$ cat src/rtl/subckt_seq_pkg.sv
// Shared types and constants for the subcircuit vector sequencer.
// Latency: n/a (declarations only).
// Backpressure: n/a.
package subckt_seq_pkg;

    localparam int N_IN_DEF    = 5;
    localparam int LATENCY_DEF = 2;
    localparam int CNT_W_DEF   = 16;

    // Width of the vector index carried in each expectation tag.
    localparam int TAG_IDX_W = CNT_W_DEF;

    localparam logic [15:0] MISR_POLY = 16'h1021;
    localparam logic [15:0] MISR_SEED = 16'hFFFF;

    typedef enum logic [2:0] {
        ST_IDLE  = 3'd0,
        ST_INIT  = 3'd1,
        ST_RUN   = 3'd2,
        ST_DRAIN = 3'd3,
        ST_DONE  = 3'd4
    } seq_state_e;

    // One expectation travelling alongside the subcircuit's register latency.
    typedef struct packed {
        logic                 valid;
        logic                 exp;
        logic [TAG_IDX_W-1:0] idx;
    } exp_tag_t;

    // One MISR step for x^16+x^12+x^5+1: shift left, fold feedback into the taps.
    function automatic logic [15:0] misr_step(input logic [15:0] cur, input logic din);
        logic fb;
        fb = cur[15] ^ din;
        return {cur[14:0], 1'b0} ^ (fb ? MISR_POLY : 16'h0000);
    endfunction

endpackage

$ cat src/rtl/subckt_exp_pipe.sv
// Expectation tag delay line: DEPTH-stage shift register of exp_tag_t.
// Latency: tag_i appears on tag_o DEPTH edges after it is loaded.
// Backpressure: none; shifts every cycle, clr_i empties all stages.
module subckt_exp_pipe
    import subckt_seq_pkg::*;
#(
    parameter int DEPTH = LATENCY_DEF + 1
) (
    input  logic     clk_i,
    input  logic     rst_i,
    input  logic     clr_i,
    input  exp_tag_t tag_i,
    output exp_tag_t tag_o,
    output logic     any_valid_o
);

    exp_tag_t stage_q [DEPTH];

    // Shift tags one stage per cycle; reset and clear both flush every stage.
    always_ff @(posedge clk_i) begin
        if (rst_i || clr_i) begin
            for (int i = 0; i < DEPTH; i++) begin
                stage_q[i] <= '0;
            end
        end else begin
            stage_q[0] <= tag_i;
            for (int i = 1; i < DEPTH; i++) begin
                stage_q[i] <= stage_q[i-1];
            end
        end
    end

    // Any outstanding expectation keeps the sequencer in DRAIN.
    always_comb begin
        any_valid_o = 1'b0;
        for (int i = 0; i < DEPTH; i++) begin
            any_valid_o = any_valid_o | stage_q[i].valid;
        end
    end

    assign tag_o = stage_q[DEPTH-1];

endmodule

$ cat src/rtl/subckt_vector_sequencer.sv
// Drives stimulus vectors into a sequential subcircuit and checks its output against golden bits.
// Latency: vector accepted at edge k is compared with dut_out at edge k+LATENCY+1.
// Backpressure: vec_ready only in RUN while vectors remain; optional MISR via SUBCKT_SEQ_MISR_EN.
module subckt_vector_sequencer
    import subckt_seq_pkg::*;
#(
    parameter int N_IN    = N_IN_DEF,
    parameter int LATENCY = LATENCY_DEF,
    parameter int CNT_W   = CNT_W_DEF
) (
    input  logic             I1470_clk,
    input  logic             I1477_rst,
    input  logic             start,
    input  logic [CNT_W-1:0] num_vec,
    input  logic             vec_valid,
    output logic             vec_ready,
    input  logic [N_IN-1:0]  vec_data,
    input  logic             vec_exp,
    output logic [N_IN-1:0]  dut_in,
    output logic             dut_rst,
    input  logic             dut_out,
    output logic             busy,
    output logic             done,
    output logic             fail,
    output logic [CNT_W-1:0] mismatch_cnt,
    output logic [CNT_W-1:0] first_fail_idx,
    output logic [15:0]      sig
);

    seq_state_e       state_q, state_d;
    logic [CNT_W-1:0] num_q, num_d;
    logic [CNT_W-1:0] issued_q, issued_d;
    logic [N_IN-1:0]  dut_in_q, dut_in_d;
    logic             fail_q, fail_d;
    logic [CNT_W-1:0] mm_cnt_q, mm_cnt_d;
    logic [CNT_W-1:0] ffi_q, ffi_d;

    exp_tag_t tag_in;
    exp_tag_t tag_out;
    logic     pipe_clr;
    logic     pipe_any_valid;
    logic     cmp_vld;
    logic     mismatch;

    // The tag pipe is one stage deeper than the subcircuit because dut_in is itself registered.
    subckt_exp_pipe #(
        .DEPTH (LATENCY + 1)
    ) u_exp_pipe (
        .clk_i       (I1470_clk),
        .rst_i       (I1477_rst),
        .clr_i       (pipe_clr),
        .tag_i       (tag_in),
        .tag_o       (tag_out),
        .any_valid_o (pipe_any_valid)
    );

    assign cmp_vld  = tag_out.valid;
    assign mismatch = cmp_vld && (dut_out != tag_out.exp);

    // Next-state, handshake and result bookkeeping; start in IDLE overrides stale results.
    always_comb begin
        state_d   = state_q;
        num_d     = num_q;
        issued_d  = issued_q;
        dut_in_d  = dut_in_q;
        fail_d    = fail_q;
        mm_cnt_d  = mm_cnt_q;
        ffi_d     = ffi_q;
        tag_in    = '0;
        pipe_clr  = 1'b0;
        vec_ready = 1'b0;
        dut_rst   = 1'b0;
        done      = 1'b0;

        if (mismatch) begin
            if (mm_cnt_q != {CNT_W{1'b1}}) begin
                mm_cnt_d = mm_cnt_q + CNT_W'(1);
            end
            if (!fail_q) begin
                fail_d = 1'b1;
                ffi_d  = CNT_W'(tag_out.idx);
            end
        end

        case (state_q)
            ST_IDLE: begin
                if (start) begin
                    state_d  = ST_INIT;
                    num_d    = num_vec;
                    issued_d = '0;
                    dut_in_d = '0;
                    fail_d   = 1'b0;
                    mm_cnt_d = '0;
                    ffi_d    = '0;
                    pipe_clr = 1'b1;
                end
            end
            ST_INIT: begin
                dut_rst = 1'b1;
                state_d = (num_q == '0) ? ST_DRAIN : ST_RUN;
            end
            ST_RUN: begin
                // issued never exceeds num, so inequality means vectors remain.
                vec_ready = (issued_q != num_q);
                if (vec_valid && vec_ready) begin
                    dut_in_d     = vec_data;
                    issued_d     = issued_q + CNT_W'(1);
                    tag_in.valid = 1'b1;
                    tag_in.exp   = vec_exp;
                    tag_in.idx   = TAG_IDX_W'(issued_q);
                end
                if (issued_d == num_q) begin
                    state_d = ST_DRAIN;
                end
            end
            ST_DRAIN: begin
                if (!pipe_any_valid) begin
                    state_d = ST_DONE;
                end
            end
            ST_DONE: begin
                done    = 1'b1;
                state_d = ST_IDLE;
            end
            default: begin
                state_d = ST_IDLE;
            end
        endcase
    end

    // Control and result registers; reset aborts any run without a done pulse.
    always_ff @(posedge I1470_clk) begin
        if (I1477_rst) begin
            state_q  <= ST_IDLE;
            num_q    <= '0;
            issued_q <= '0;
            dut_in_q <= '0;
            fail_q   <= 1'b0;
            mm_cnt_q <= '0;
            ffi_q    <= '0;
        end else begin
            state_q  <= state_d;
            num_q    <= num_d;
            issued_q <= issued_d;
            dut_in_q <= dut_in_d;
            fail_q   <= fail_d;
            mm_cnt_q <= mm_cnt_d;
            ffi_q    <= ffi_d;
        end
    end

`ifdef SUBCKT_SEQ_MISR_EN
    logic [15:0] sig_q, sig_d;

    // MISR is seeded in INIT and only advances on edges that perform a compare.
    always_comb begin
        sig_d = sig_q;
        if (state_q == ST_INIT) begin
            sig_d = MISR_SEED;
        end else if (cmp_vld) begin
            sig_d = misr_step(sig_q, dut_out);
        end
    end

    // Signature register; holds after DONE since no compares occur outside a run.
    always_ff @(posedge I1470_clk) begin
        if (I1477_rst) begin
            sig_q <= '0;
        end else begin
            sig_q <= sig_d;
        end
    end

    assign sig = sig_q;
`else
    assign sig = 16'h0000;
`endif

    assign dut_in         = dut_in_q;
    assign busy           = (state_q != ST_IDLE);
    assign fail           = fail_q;
    assign mismatch_cnt   = mm_cnt_q;
    assign first_fail_idx = ffi_q;

endmodule

$ cat config.mk
export PLATFORM = sky130hd
export DESIGN_NAME = subckt_vector_sequencer
export DESIGN_NICKNAME = d
export VERILOG_FILES = /design/src/rtl/subckt_seq_pkg.sv /design/src/rtl/subckt_exp_pipe.sv /design/src/rtl/subckt_vector_sequencer.sv
export SDC_FILE = /design/constraint.sdc
export NUM_CORES = 1
export LEC_CHECK = 0
export ABC_AREA = 1
export CORE_MARGIN = 1.5
export CORE_UTILIZATION = 45
export CTS_CLUSTER_DIAMETER = 60
export DETAILED_ROUTE_END_ITERATION = 6
export GPL_ROUTABILITY_DRIVEN = 0
export PLACE_DENSITY_LB_ADDON = 0.3
export RECOVER_POWER = 25
export SLEW_MARGIN = 20
export SYNTH_ARGS = -nofsm -noshare
export SYNTH_HDL_FRONTEND = slang
export SYNTH_SLANG_ARGS = --single-unit
$ cat constraint.sdc
create_clock -name I1470_clk -period 3.3 [get_ports I1470_clk]
set_input_delay 0.66 -clock I1470_clk [delete_from_list [all_inputs] [get_ports I1470_clk]]
set_output_delay 0.66 -clock I1470_clk [all_outputs]
set_load 0.05 [all_outputs]
==> results.sh <==
export IMPL_routed_via_density=4.76
export IMPL_setup_worst_path_end_class="output port"
export IMPL_vias=4770
export IMPL_tritoncts="done"
export IMPL_grt_pass1_vias=4392
export IMPL_violations="max-capacitance violations"
export IMPL_rows=39
export IMPL_starting_density_of_the_core_pct=46.8
export IMPL_critical_path_startpoint_type="register"
export IMPL_rsz0062_at_grt="no"
export IMPL_grt_usage_pct=19.9
export IMPL_dp_final_hpwl_um=8240
export IMPL_run_status="complete, but fails checks"
export IMPL_crit_required_ns=2.64
export IMPL_ctsHoldBuffers=0
export IMPL_power_per_cell_area_nw_per_um2=675
export IMPL_synth_top_area_cell="sky130_fd_sc_hd__dfxtp_1"
export IMPL_first_pass_grt_wire_length_um=20100
export IMPL_maximum_number_of_pins_on_one_net_before_global_route_repair=50
export IMPL_synth_seq_cells=127
export IMPL_post_route_cells_drive_above_1_share_pct=7.79
export IMPL_fin_tns_setup_ns=0
export IMPL_crit_arrival_ns=2.36
export IMPL_cts_post_setup_buffers_inserted=0
export IMPL_timing_worst_slew_pin_value_ns=1.50
export IMPL_cts_bufs_inserted=17
export IMPL_skew_ns=0.00822
export IMPL_finalMaxSlewViolations=0
export IMPL_sinks_on_the_clock_net=127
export IMPL_synth_flop_cell="sky130_fd_sc_hd__dfxtp_1"
export IMPL_grt_antenna_before_repair=0
export IMPL_drt_total_wl_um=11700
export IMPL_yosysUniqueCellTypes=34
export IMPL_worst_r2r_end="state_q[1]"
export IMPL_vdd_ir_drop_worst_mv=0.399
export IMPL_post_route_period_util_pct=91.6
export IMPL_io_buffer_count=68
export IMPL_crit_end="vec_ready"
export IMPL_post_cts_resized=0
export IMPL_crit_path_frequent_cell="sky130_fd_sc_hd__nand2_1"
export IMPL_detail_route_wl_per_cell_um=11.7
export IMPL_syn_mean_instance_area_um2=7.06
export IMPL_synthArstFlopShare_pct=0
export IMPL_i_o_pin_cnt=85
export IMPL_drtPass1Iterations=5
export IMPL_yosysSeqAreaShare_pct=46.8
export IMPL_crit_cells=8
export IMPL_die_h_um=113
export IMPL_yosysWarningCount=0
export IMPL_dpl_cell_area_um2=6240
export IMPL_fin_area_um2=6820
export IMPL_final_antenna_net_count=0
export IMPL_worstPathMaxFanout=4
export IMPL_finalSetupViolCount=0
export IMPL_maxCapViolations=1
export IMPL_syn_inst=770
export IMPL_worst_path_buf_inv=2
export IMPL_reg2reg_slack_ns=0.86
export IMPL_fp_dieArea_um2=12700
export IMPL_finalNetCount=876
export IMPL_drtIter0Drc=356
export IMPL_n_antenna_cell=0
export IMPL_cp_slowest_cell="sky130_fd_sc_hd__clkdlybuf4s50_1"
export IMPL_crit_chain="inv_1 > nand2_1 > nand2_1 > nor2_1 > nand2_1 > nor2_2 > a21oi_1 > clkdlybuf4s50_1"
export IMPL_most_used_standard_cells_in_the_synthesized_netlist="148 x sky130_fd_sc_hd__nand2_1, 139 x sky130_fd_sc_hd__nor2_1, 127 x sky130_fd_sc_hd__dfxtp_1, 112 x sky130_fd_sc_hd__inv_1, 45 x sky130_fd_sc_hd__o21ai_0"
export IMPL_source_of_the_critical_timing_path="issued_q[6]"
export IMPL_synthTopCellsByArea="sky130_fd_sc_hd__dfxtp_1 47%, sky130_fd_sc_hd__nand2_1 10%, sky130_fd_sc_hd__nor2_1 9.6%"
export IMPL_worstHoldStart="u_exp_pipe.stage_q[0][33]"
export IMPL_overflow_after_grt=0
export IMPL_syn_area_um2=5430
export IMPL_synth_enable_flop_cells=0
export IMPL_timing_fmax_mhz=331
export IMPL_critical_path_top_delay_family="buffers and inverters"
export IMPL_min_delay_path_class="reg -> reg"
export IMPL_cts_root_buffer_cell="sky130_fd_sc_hd__clkbuf_16"
export IMPL_clkTransAtPathRegs_ns=0.06
export IMPL_worst_r2r_path_depth=20
export IMPL_leakagePower_nw=2.77
export IMPL_slowest_delay_ns=0.86
export IMPL_area_delta_synth_final_pct=25.5
export IMPL_htree_num_levels=4
export IMPL_timing_max_slew_rel_slack_pct=0.208
export IMPL_drcViolationCount=0
export IMPL_post_synth_top_count_cell="sky130_fd_sc_hd__nand2_1"
export IMPL_clk_latency_ns=0.41
export IMPL_cts_max_path_buffers=2
export IMPL_time_the_worst_path_needs_with_i_o_delays_and_setup_ns=3.02
export IMPL_r2r_start="issued_q[14]"
export IMPL_timing_setup_critical_path_class="reg -> out"
export IMPL_yosys_area_top_type_share_pct=46.8
export IMPL_final_hold_viol_count=0
export IMPL_core_area_um2=11600
export IMPL_dieWidth_um=113
[worst reg2reg max path, cell delays in order, from the launching register on]
cell,delay (ns)
sky130_fd_sc_hd__dfxtp_1,0.41
sky130_fd_sc_hd__inv_2,0.08
sky130_fd_sc_hd__nand2_1,0.06
sky130_fd_sc_hd__nand2_1,0.09
sky130_fd_sc_hd__nor2_1,0.19
sky130_fd_sc_hd__nand2_1,0.09
sky130_fd_sc_hd__nor2_2,0.14
sky130_fd_sc_hd__nand2_2,0.25
sky130_fd_sc_hd__buf_4,0.29
sky130_fd_sc_hd__nand2_1,0.09
sky130_fd_sc_hd__nand2_1,0.05
sky130_fd_sc_hd__nand2_1,0.05
sky130_fd_sc_hd__nand2_1,0.06
sky130_fd_sc_hd__clkinv_1,0.04
sky130_fd_sc_hd__nand3_1,0.06
sky130_fd_sc_hd__nor2_1,0.08
sky130_fd_sc_hd__nand2_1,0.07
sky130_fd_sc_hd__nand2_2,0.08
sky130_fd_sc_hd__nand3b_1,0.07
sky130_fd_sc_hd__nand2_1,0.06
sky130_fd_sc_hd__inv_1,0.03
[cells by family (layout without fill, tap and decap cells)]
group / count (synthesis) / in the layout / synth area share [%]
adders and majority gates: 2 / 2 / 0.460
buffers and inverters: 162 / 237 / 12.5
DFF: 127 / 127 / 46.8
AOI/OAI and AO/OA: 98 / 98 / 9.83
other: 1 / 16 / 0.0690
and+or+nand+nor: 369 / 369 / 28.6
xor gates and xnor gates: 11 / 11 / 1.77
[cell type report]
class	count	area, um2
clock inverters	14	159
inverters	125	469
clock buffers	18	439
flip-flops and latches	127	2540
fillers	1074	4790
well taps	143	179
repair buffers	80	764
multi-input cells	496	2270
[metal layers]
layer / vias to the layer above / GRT usage (%) / share of wire (%)
li1: 2529 / - / -
met2: 172 / 31.7 / 43
met5: - / 0 / 0
met3: 26 / 6.53 / 6.3
met1: 2043 / 24.9 / 48
met4: 0 / 8.75 / 2.7
[sequential cells by signal, indices dropped and copies added, names as in the netlist]
| signal | cells |
|---|---|
| mismatch_cnt | 16 |
| issued_q | 16 |
| fail | 1 |
| u_exp_pipe.stage_q | 54 |
| state_q | 3 |
| first_fail_idx | 16 |
| dut_in | 5 |
| num_q | 16 |
[report_power, final]
group          switching (W)  internal [W]
clock               0.000705       0.00114
sequential         0.0000700       0.00162
combinational       0.000741      0.000326
total                0.00152       0.00309
[stage by stage]
stage / total power, W / hold WS, ns / cells / utilization (%) / worst slack, ns
2_1_floorplan: 0.00249 / 0.394 / 785 / - / 0.869
3_3_place_gp: 0.00279 / 0.396 / 971 / 53.7 / 0.527
3_5_place_dp: 0.00279 / 0.397 / 971 / 53.7 / 0.471
4_1_cts: 0.00465 / 0.401 / 1003 / 58.9 / 0.254
5_1_grt: 0.00486 / 0.415 / 1003 / 58.7 / 0.137
6_report: 0.00461 / 0.401 / 1003 / 58.7 / 0.276
[worst min path at each step]
stage                                 to  slack, ns  cells past startpoint
2_1_floorplan  u_exp_pipe.stage_q[0][18]       0.39                      2
4_1_cts        u_exp_pipe.stage_q[0][31]       0.40                      2
3_3_place_gp   u_exp_pipe.stage_q[0][24]       0.40                      2
6_report       u_exp_pipe.stage_q[0][51]       0.40                      2
5_1_grt        u_exp_pipe.stage_q[0][43]       0.41                      2
3_5_place_dp   u_exp_pipe.stage_q[0][51]       0.40                      2
[placed cells by master (no fill, tap or decap), drive strengths merged, types with 12 or more instances in the layout]
master         instances
clkinv                12
nor2                 144
clkdlybuf4s50         67
o21ai                 45
inv                  124
dfxtp                127
clkbuf                20
nor3                  16
a21oi                 35
nand3                 35
conb                  16
nand2                155
Power figures use the tool's default switching activity.
